--- config.mk ---
export PLATFORM = sky130hd
export DESIGN_NAME = booth_mult_sequencer_flat
export DESIGN_NICKNAME = d
export VERILOG_FILES = /design/src/rtl/booth_mult_sequencer_pkg.sv /design/src/rtl/booth_mult_sequencer_if.sv /design/src/rtl/booth_recode4.sv /design/src/rtl/booth_mult_sequencer.sv /design/src/flat_wrapper.sv
export SDC_FILE = /design/constraint.sdc
export NUM_CORES = 1
export LEC_CHECK = 0
export ABC_AREA = 1
export ABC_CLOCK_PERIOD_IN_PS = 5400
export CORE_MARGIN = 5
export CORE_UTILIZATION = 55
export CTS_CLUSTER_DIAMETER = 100
export DETAILED_ROUTE_END_ITERATION = 7
export PLACE_DENSITY = 0.74
export SKIP_LAST_GASP = 1
export SYNTH_ARGS = -nofsm -noshare
export SYNTH_HDL_FRONTEND = slang
export SYNTH_SLANG_ARGS = --single-unit
--- constraint.sdc ---
create_clock -name clock -period 5.4 [get_ports clock]
set_input_delay 1.08 -clock clock [delete_from_list [all_inputs] [get_ports clock]]
set_output_delay 1.08 -clock clock [all_outputs]
set_load 0.05 [all_outputs]
--- src/rtl/booth_mult_sequencer_pkg.sv ---
// mult_pkg: shared types and sizing helpers
// for the radix-4 Booth multiplier slice.
package mult_pkg;

  typedef enum logic [1:0] {
    IDLE,
    RUN,
    DONE
  } state_t;

  typedef enum logic [2:0] {
    OP_NONE,
    OP_ADD_M,
    OP_ADD_2M,
    OP_SUB_M,
    OP_SUB_2M
  } booth_op_t;

  localparam int DEF_WIDTH = 32;
  localparam int P_WIDTH   = 2*DEF_WIDTH+3;

  function automatic int iters(input int width);
    return width/2;
  endfunction

  function automatic int p_width(input int width);
    return 2*width+3;
  endfunction

endpackage

--- src/rtl/booth_mult_sequencer_if.sv ---
// Start/operand/result bundle between the
// execute stage and the Booth multiplier.
interface booth_mult_sequencer_if #(
  parameter int WIDTH = mult_pkg::DEF_WIDTH
);

  logic             ctrl_MULT;
  logic [WIDTH-1:0] data_operandA;
  logic [WIDTH-1:0] data_operandB;
  logic [WIDTH-1:0] data_result;
  logic             data_exception;
  logic             data_resultRDY;
  logic             busy;

  modport master (
    output ctrl_MULT,
    output data_operandA,
    output data_operandB,
    input  data_result,
    input  data_exception,
    input  data_resultRDY,
    input  busy
  );

  modport slave (
    input  ctrl_MULT,
    input  data_operandA,
    input  data_operandB,
    output data_result,
    output data_exception,
    output data_resultRDY,
    output busy
  );

endinterface

--- src/rtl/booth_recode4.sv ---
// booth_recode4: maps {q1,q0,q_m1} to the
// radix-4 Booth partial-product operation.
module booth_recode4
  import mult_pkg::*;
(
  input  logic [2:0] bits,
  output booth_op_t  op
);

  always_comb begin
    op = OP_NONE;
    unique case (1'b1)
      (bits == 3'b001) || (bits == 3'b010):
        op = OP_ADD_M;
      (bits == 3'b011):
        op = OP_ADD_2M;
      (bits == 3'b100):
        op = OP_SUB_2M;
      (bits == 3'b101) || (bits == 3'b110):
        op = OP_SUB_M;
      default:
        op = OP_NONE;
    endcase
  end

endmodule

--- src/rtl/booth_mult_sequencer.sv ---
// booth_mult_sequencer: iterative radix-4 Booth multiplier.
// `define MULT_ZERO_BYPASS_EN skips iterations on zero operands.
module booth_mult_sequencer
  import mult_pkg::*;
#(
  parameter int WIDTH = DEF_WIDTH
) (
  input logic clock,
  input logic reset,
  booth_mult_sequencer_if.slave bus
);

  localparam int ITERS = iters(WIDTH);
  localparam int PW    = p_width(WIDTH);
  localparam int CW    = $clog2(ITERS)+1;
  localparam int AW    = WIDTH+2;

  state_t           state;
  logic [AW-1:0]    m;
  logic [AW-1:0]    acc;
  logic [WIDTH-1:0] q;
  logic             q_m1;
  logic [CW-1:0]    count;
  logic [WIDTH-1:0] result_q;
  logic             exc_q;

  booth_op_t        op;
  logic [AW-1:0]    addend;
  logic [AW-1:0]    sum;
  logic [PW-1:0]    p_shift;
  logic [AW-1:0]    acc_n;
  logic [WIDTH-1:0] q_n;
  logic             qm1_n;
  logic [AW-1:0]    ext_a;
  logic             zero_op;
  logic             last;

  booth_recode4 u_recode (
    .bits ({q[1:0], q_m1}),
    .op   (op)
  );

  always_comb begin
    addend = '0;
    unique case (op)
      OP_ADD_M:  addend = m;
      OP_ADD_2M: addend = {m[AW-2:0], 1'b0};
      OP_SUB_M:  addend = -m;
      OP_SUB_2M: addend = -{m[AW-2:0], 1'b0};
      default:   addend = '0;
    endcase
  end

  // Add, then shift the whole product register with sign fill.
  assign sum     = acc + addend;
  assign p_shift = $signed({sum, q, q_m1}) >>> 2;
  assign acc_n   = p_shift[PW-1 -: AW];
  assign q_n     = p_shift[WIDTH:1];
  assign qm1_n   = p_shift[0];

  assign ext_a = {{2{bus.data_operandA[WIDTH-1]}},
                  bus.data_operandA};
  assign last  = (count == CW'(ITERS-1));

`ifdef MULT_ZERO_BYPASS_EN
  assign zero_op = (bus.data_operandA == '0) ||
                   (bus.data_operandB == '0);
`else
  assign zero_op = 1'b0;
`endif

  always_ff @(posedge clock or posedge reset) begin
    if (reset) begin
      state    <= IDLE;
      m        <= '0;
      acc      <= '0;
      q        <= '0;
      q_m1     <= 1'b0;
      count    <= '0;
      result_q <= '0;
      exc_q    <= 1'b0;
    end else if (bus.ctrl_MULT) begin
      m     <= ext_a;
      acc   <= '0;
      q_m1  <= 1'b0;
      count <= '0;
      if (zero_op) begin
        q        <= '0;
        state    <= DONE;
        result_q <= '0;
        exc_q    <= 1'b0;
      end else begin
        q     <= bus.data_operandB;
        state <= RUN;
      end
    end else begin
      unique case (state)
        RUN: begin
          acc   <= acc_n;
          q     <= q_n;
          q_m1  <= qm1_n;
          count <= count + 1'b1;
          if (last) begin
            state    <= DONE;
            result_q <= q_n;
            exc_q    <= acc_n !=
                        {AW{q_n[WIDTH-1]}};
          end
        end
        DONE:    state <= IDLE;
        default: state <= IDLE;
      endcase
    end
  end

  assign bus.data_result    = result_q;
  assign bus.data_exception = exc_q;
  assign bus.data_resultRDY = (state == DONE);
  assign bus.busy           = (state == RUN);

endmodule

--- src/flat_wrapper.sv ---
// flat-port wrapper written by rule: the top's interface ports become plain ports
module booth_mult_sequencer_flat import mult_pkg::*;
#(
  parameter int WIDTH = DEF_WIDTH
)
  (clock, reset, bus_ctrl_MULT, bus_data_operandA, bus_data_operandB, bus_data_result, bus_data_exception, bus_data_resultRDY, bus_busy);
  booth_mult_sequencer_if #(.WIDTH(WIDTH)) bus_i ();
  input logic clock;
  input logic reset;
  input wire logic [$bits(bus_i.ctrl_MULT)-1:0] bus_ctrl_MULT;
  input wire logic [$bits(bus_i.data_operandA)-1:0] bus_data_operandA;
  input wire logic [$bits(bus_i.data_operandB)-1:0] bus_data_operandB;
  output wire logic [$bits(bus_i.data_result)-1:0] bus_data_result;
  output wire logic [$bits(bus_i.data_exception)-1:0] bus_data_exception;
  output wire logic [$bits(bus_i.data_resultRDY)-1:0] bus_data_resultRDY;
  output wire logic [$bits(bus_i.busy)-1:0] bus_busy;
  assign bus_i.ctrl_MULT = bus_ctrl_MULT;
  assign bus_i.data_operandA = bus_data_operandA;
  assign bus_i.data_operandB = bus_data_operandB;
  assign bus_data_result = bus_i.data_result;
  assign bus_data_exception = bus_i.data_exception;
  assign bus_data_resultRDY = bus_i.data_resultRDY;
  assign bus_busy = bus_i.busy;
  booth_mult_sequencer #(.WIDTH(WIDTH)) u_core (.clock(clock), .reset(reset), .bus(bus_i));
endmodule
==> results.txt, run 1 <==
- Final estimated routing congestion in global placement: approximately 0.96
- Top cells by area in the synthesized netlist: dfrtp_1 35%, nand2_1 18%, inv_1 9.0%
- Worst IR drop on VDD: between 200 and 300 uV
* Site Rows: 49
- Layout area overhead: 18.86%
- Pin count of the biggest net entering global routing: between 90 and 100
* Element type at the critical path end: flip-flop
- Counting every sink on the clock net gives 137.
- Cells on Worst Hold Path: 1
- Synthesis warning total: 0
- By startpoint and endpoint, the worst setup path is classified as reg2reg.
* Remaining number of nets flagged by the antenna check after routing: 0
- The run finished with clean final reports.
* CTS max path bufs: 2
- Setup violations remaining at the end of the flow were counted as 0.
- Routed wirelength normalized by instance count: about 16 um
- Global-route usage over all layers: 0.2952
- The final hold violation count is 0.
- Total via count in the routed design: between 9000 and 10000
- Detailed placement finished with a half-perimeter wire length of 22260 um.
- Routed vias/inst: approximately 5.5
- Total of flip-flops plus latches after synthesis: ~140
- Count of routing violations after the opening detailed-route iteration: 820
- TritonCTS built the clock tree.
- Leakage: ~6 nW
* Worst Path Arrival: approximately 5000 ps
- Fraction of final layout cells with drive strength greater than 1: 0.05804
- Number of antenna violations at the first check in global routing: 0
* Unrepaired setup endpoints after global routing: false
* Core outline area: approximately 18000 um2
- Antenna cells: 0
* Area fraction of the dominant cell type after synthesis: 0.3472
* Period Utilization, post-route: 0.8445
- Reg2Reg Setup Slack: between 800 and 900 ps
- Gate count of the mapped netlist: around 1500
- Total number of nets in the final design: 1659
- GR Overflow Total: 0
* Post-layout minimum cycle time: roughly 4600 ps
- Mapped cell area: 9873 um2
* Termination of the worst setup path: u_core.bus.data_exception
- Resize count post-CTS: 0
- Before CTS, the worst setup slack after placement is 877.2 ps.
- Y dimension of the die: 144.0 um
- The number of hold buffers added after CTS was 0.
- Power density over the cells: approximately 410 nW/um2
- Mean area per synthesized cell: between 6 and 7 um2
- In this run the cell area measured after placement is 11090 um2.
- The number of nets handed over by synthesis was 1570.
* # Post-CTS Setup Buffers: 0
- The root buffer cell chosen for the clock tree is clkbuf_16.
* CP Launch Point: u_core.m[0]
* Top-level port count: 102
- Of the synthesized area, sequential elements account for 0.3472.
* Via count of the first global-routing pass: about 9000
- The endpoint identified for the worst register-to-register timing path is u_core.bus.data_exception.
- Clock tree synthesis inserted a total of 17 buffers.
- Max-cap check violation count: 0
- STA classifies the critical path startpoint as a flip-flop.
- Measured in cells, the most critical reg-to-reg path has a length of 26.
* IO buf count: a little over 100
* Final setup slack of the worst path: 839.9 ps
- Tightest Pin Transition: about 1100 ps
* H-Tree Depth: 4
- Die Footprint: 20730 um2
* Worst flop-to-flop path startpoint: u_core.m[0]
* Sum of negative setup slack: 0 ps
- Number of distinct library cell variants in the gate-level netlist after synthesis: 47
- For the worst setup path, the data required time is about 5700 ps.
- The number of pins exceeding their max-slew limit in the final report came to 0.
* Detailed Routing Iterations Pass 1: 5
- After clock tree synthesis, the clock-pin slew on the worst setup and hold paths is roughly 70 ps.
- Fill cells in the final layout number between 1500 and 2000.
- dfrtp_1 takes more of the synthesized area than any other cell.
- Headroom to the max-slew limit came out at 0.2305.
- Top fanout value on the critical path: 5
* Die W: between 100 and 150 um
- For this configuration, the core starts out at a cell density of 0.5534.
- The worst hold path belongs to the class reg2reg.
* DRC Markers: 0
- Based on the critical path, the design can be clocked at up to around 220 MHz.
- Area of all placed cells without fillers: roughly 12000 um2
- Max Clock Skew: 13.94 ps
- After detailed routing, the total wire length is 29500 um.
- At the later pin of the worst-skew pair, clock insertion delay measures 430 ps.
* First-pass GRT wire length: roughly 48000 um
layout make-up:
class	instances	area, um2	share of cell area
clock buffer	17	425.4	0.03625
sequential	137	3428	0.2921
clock inverter	15	222.7	0.01898
tap	229	286.5	0.02442
timing repair buffer	110	1074	0.09148
multi-input combinational	1044	5374	0.4579
inverter	245	924.6	0.07879
stage by stage:
stage	util	total power, mW	hold slack, ps	std cells
2_1_floorplan	-	2.875	432.9	1466
3_3_place_gp	0.6214	3.459	447.8	1765
3_5_place_dp	0.6214	3.479	450.4	1765
4_1_cts	0.6578	4.798	458.8	1797
5_1_grt	0.6578	5.160	465.3	1797
6_report	0.6578	4.823	457.7	1797
state kept, by name, summed over array words and instances (netlist names):
signal,cells
u_core.q_m1,1
u_core.bus.data_exception,1
u_core.m,32
u_core.bus.data_result,32
u_core.count,5
u_core.state,2
u_core.q,32
u_core.acc,32
kinds of logic after synthesis:
group / count (synthesis) / synth area share
AOI/OAI and AO/OA: 230 / 0.1469
xor gates and xnor gates: 25 / 0.02294
adders and majority gates: 37 / 0.04765
buffers and inverters: 285 / 0.1085
DFF: 137 / 0.3472
and+or+nand+nor: 752 / 0.3268
cells in the final DEF (no fill, tap or decap), types with 6 or more instances in the layout:
master / count
nand2_1: 483
inv_1: 237
dfrtp_1: 137
o21ai_0: 109
nor2_1: 100
clkdlybuf4s50_1: 100
nand3_1: 86
ha_1: 36
o221ai_1: 35
a21oi_1: 26
xor2_1: 22
nand4_1: 19
o22ai_1: 18
clkbuf_16: 17
nand2_2: 15
nor2_2: 11
nor3_1: 11
o2111ai_1: 10
buf_4: 9
nand3b_1: 8
a221o_1: 8
nand3_2: 6
how the worst min path moves through the flow:
| stage | start | to | slack [ps] |
|---|---|---|---|
| 6_report | u_core.count[3] | u_core.count[3] | 460 |
| 5_1_grt | u_core.count[3] | u_core.count[3] | 470 |
| 4_1_cts | u_core.count[3] | u_core.count[3] | 460 |
| 3_5_place_dp | u_core.count[3] | u_core.count[3] | 450 |
| 3_3_place_gp | u_core.count[3] | u_core.count[3] | 450 |
| 2_1_floorplan | u_core.count[3] | u_core.count[3] | 430 |
power breakdown:
part | internal (mW) | total [mW] | switching [mW]
Sequential | 1.19 | 1.31 | 0.115
Clock | 0.758 | 1.31 | 0.554
Combinational | 0.732 | 2.20 | 1.47
Total | 2.68 | 4.82 | 2.14
synthesized netlist by cell type, drive strengths merged:
cell	count
nand3	92
o31ai	1
nor4	3
a21o	1
a311o	1
inv	241
o211ai	3
xnor2	2
buf	5
o2111ai	10
o21ai	114
a31oi	1
nand2	498
nor3	12
a21oi	28
a22o	4
nor2	117
nand4	20
a221oi	2
and3	1
xor2	23
ha	36
nand3b	8
dfrtp	137
fa	1
o221ai	35
a32o	2
o22ai	18
clkbuf	35
a221o	8
and2	1
o21bai	2
clkinv	4
critical path, cell delays in order (launching register included):
cell and delay, ps:
dfrtp_1 360, inv_1 220, ha_1 220, inv_1 60
nor2_2 170, nand3_2 170, nor2_1 190, nand2_1 110
nor2_1 200, nand4_1 170, nor3_1 240, o221ai_1 140
o2111ai_1 140, ha_1 250, nand2_1 110, nor2_1 300
nand2_1 210, nor4_2 320, nand2_2 150, nand3_1 100
nand2_1 60, nor2_1 140, nand3_1 100, nor2_1 100
nor2_1 70, nor2_1 90, nor2_1 50
per-layer routing:
| metal | vias to the layer above | share of wire | GRT usage |
|---|---|---|---|
| met5 | - | 0 | 0 |
| met4 | 0 | 0.027 | 0.09812 |
| met3 | 51 | 0.090 | 0.07507 |
| met2 | 367 | 0.45 | 0.4613 |
| met1 | 4484 | 0.43 | 0.4031 |
| li1 | 4919 | - | - |
Power figures use the tool's default switching activity.
==> run 2: changes to the inputs <==
--- a/config.mk
+++ b/config.mk
@@ -6,7 +6,7 @@
 export NUM_CORES = 1
 export LEC_CHECK = 0
 export ABC_AREA = 1
-export ABC_CLOCK_PERIOD_IN_PS = 5400
+export ABC_CLOCK_PERIOD_IN_PS = 4750
 export CORE_MARGIN = 5
 export CORE_UTILIZATION = 55
 export CTS_CLUSTER_DIAMETER = 100
==> constraint.sdc (replaced) <==
create_clock -name clock -period 4.75 [get_ports clock]
set_input_delay 0.95 -clock clock [delete_from_list [all_inputs] [get_ports clock]]
set_output_delay 0.95 -clock clock [all_outputs]
set_load 0.05 [all_outputs]
==> run 2 against run 1 <==
Effect of this change:
- sequential share of layout area rose by 0.15 points
- worst hold slack gained 20 ps
- sequential cell count did not move
- cell count grew 0.11%
- first-iteration DRC count rose by 0.98%
- critical path type unchanged
- critical endpoint unchanged
- largest cell class unchanged
- highest routed layer unchanged
==> results.txt, run 2 (synthesis gave the netlist of run 1 again) <==
* Setup Viol. Count Final: 0 (unchanged)
* Tightest Pin Transition: 920.6 ps (-226.5 ps)
- The DRC violations left was 0 (unchanged).
- Antenna cells: 0 (unchanged)
- Site Rows: 49 (unchanged)
* Reg-to-reg endpoint: u_core.bus.data_exception
- Commonest cells after routing, fill and taps aside: 483 x nand2_1, 237 x inv_1, 137 x dfrtp_1
- Top fanout value on the critical path: 5 (unchanged)
- The worst-case hold slack came to 478.2 ps (+20.47 ps).
* HPWL after detailed placement: 22620 um (+1.6%)
* Number of antenna violations at the first check in global routing: 0 (unchanged)
- Number of instances in the placed design: 1767 (+0.11%)
* Routed wirelength normalized by instance count: 16.54 um (+0.74%)
- The post-route non-filler standard cell count is 1799 (+0.11%).
* Cells on Worst Hold Path: 1 (unchanged)
- Worst setup timing slack at the placement stage: 341.3 ps (-535.9 ps)
* Top-level port count: 102 (unchanged)
- The critical path starts at u_core.m[0].
- The number of H-tree levels came to 4 (unchanged).
* Final Slew Violations: 0 (unchanged)
- CTS max path bufs: 2 (unchanged)
- Worst-case headroom to the max-slew limit: 0.3862 (+0.1558)
* Sink count of the clock tree: 137 (unchanged)
- Unrepaired setup endpoints after global routing: false
- Total detailed-routing wirelength: 29750 um (+0.85%)
* Reg2Reg Setup Slack: 370 ps (-470 ps)
- Global-route usage over all layers: 0.2946 (-0.0005864)
- The count of buffers from port buffering was 101 (unchanged).
- Compared with the post-synthesis result, the final layout area differs by 18.24%.
* Element type at the critical path end: flip-flop
- Number of buffers created by CTS: 17 (unchanged)
- The final critical path time including I/O delays and setup is 4385 ps (-175.2 ps).
- Total via count in the routed design: 9953 (+1.3%)
* Run status: complete, no violations
* CP Data Required Time: 5070 ps (-660 ps)
- Max-cap check violation count: 0 (unchanged)
* Hold crit path type: reg2reg
- Worst Path Arrival: 4710 ps (-180 ps)
- The power density of the placed cells is 453.1 nW/um2 (+10%).
- Termination of the worst setup path: u_core.bus.data_exception
* Leading cell type in the layout, fill and taps excluded: nand2_1
- The startpoint identified for the worst register-to-register timing path is u_core.m[0].
- Final estimated routing congestion in global placement: 0.9675 (+0.32%)
* Die Footprint: 20730 um2 (unchanged)
- The final period utilization was 0.9231 (+0.07867).
* Leakage: 5.957 nW (-0.52%)
- The fraction of final layout cells sized beyond drive strength 1 came to 0.05987 (+0.001837).
- The overall power of the completed layout is 5.289 mW (+9.7%).
- Clock-pin slew on the worst setup and hold paths: 60 ps (about the same)
- Core outline area: 17840 um2 (unchanged)
- GR Overflow Total: 0 (unchanged)
- Final Hold Fails: 0 (unchanged)
- Routed vias/inst: 5.533 (+1.2%)
* Clock tree from TritonCTS: yes
* Via count of the first global-routing pass: 9255 (-0.23%)
- Clock latency reported for the late side of the worst-skew pair: 430 ps (about the same)
- The final-stage net count is 1661 (+0.12%).
* Total of fill cells in the finished design: 1641 (+2.5%)
- Pin count of the biggest net entering global routing: 103 (+6.2%)
- The final instance area was 11670 um2 (-0.52%).
- Count of routing violations after the opening detailed-route iteration: 828 (+0.98%)
- Worst IR drop on VDD: 279.4 uV (+7.7%)
- Critical path type: reg2reg
- Post-place instance area: 11100 um2 (+0.14%)
* Remaining number of nets flagged by the antenna check after routing: 0 (unchanged)
- The worst setup path is launched from a flip-flop.
* Final setup slack of the worst path: 365.1 ps (-474.8 ps)
- Fmax: 228.1 MHz (+4.0%)
* Detailed Routing Iterations Pass 1: 5 (unchanged)
- Initial Utilization: 0.5534 (unchanged)
- First-pass GRT wire length: 47770 um (-0.32%)
* Length in cells of the worst reg-to-reg path: 26 (unchanged)
- Die W: 144.0 um (unchanged)
- Final core utilization: 0.6543 (-0.003436)
- The die boundary height came to 144.0 um (unchanged).
- Sum of negative setup slack: 0 ps (unchanged)
- The largest clock skew in the final design came to 12.42 ps (-1.523 ps).
- In this run the clock root is driven by a clkbuf_16.
-- run 2: cell types whose count changed in the layout (fill, tap and decap cells not counted), sizes merged --
cell      change
buf           +2
bufinv        -3
clkbuf        +1
clkinv        +1
clkinvlp      +2
inv           -1
-- run 2: area by class of cell --
type,count,area [um2],share of cell area
multi-input cells,1044,5376,0.4606
well taps,229,286.5,0.02454
repair buffers,112,1089,0.09325
clock buffers,18,439.2,0.03762
flip-flops and latches,137,3428,0.2937
inverters,245,924.6,0.07921
clock inverters,14,130.1,0.01115
-- run 2: what timing repair did --
action / in CTS / in global routing
setup buffers: 0 / 0
setup endpoints to repair: 0 / 1
hold buffers: 0 / 0
resized for setup: 0 / 1
-- run 2: worst max-delay path: stages, from the launching register on --
cell and delay (ps):
dfrtp_1 360, inv_1 160, ha_1 190, inv_1 60
nor2_2 160, nand3_2 150, nor2_1 180, nand2_1 110
nor2_1 160, nand4_1 170, nor3_1 260, o221ai_1 150
o2111ai_1 180, ha_1 270, nand2_1 140, nor2_2 240
nand2_1 160, nor4_2 300, nand2_2 150, nand3_1 100
nand2_1 50, nor2_1 180, nand3_1 100, nor2_1 90
nor2_1 50, nor2_1 80, nor2_1 50
-- run 2: layer usage --
metal | routed length [um] | global-route usage | vias up | share of wire
li1 | - | - | 4925 | -
met1 | 13030 | 0.4020 | 4577 | 0.44
met2 | 13270 | 0.4515 | 392 | 0.45
met3 | 2601 | 0.08598 | 59 | 0.087
met4 | 845 | 0.09960 | 0 | 0.028
met5 | 0 | 0 | - | 0
-- run 2: worst min path at each step --
stage,startpoint,end,slack (ps)
floorplan,u_core.count[3],u_core.count[3],430
global placement,u_core.count[3],u_core.count[3],450
detailed placement,u_core.count[3],u_core.count[3],460
CTS,u_core.count[3],u_core.count[3],470
global route,u_core.bus.data_result[26],u_core.bus.data_result[26],510
finish,u_core.count[3],u_core.count[3],480
-- run 2: power by group --
group | switching, mW | internal [mW]
Clock | 0.592 | 0.705
Sequential | 0.129 | 1.36
Combinational | 1.68 | 0.832
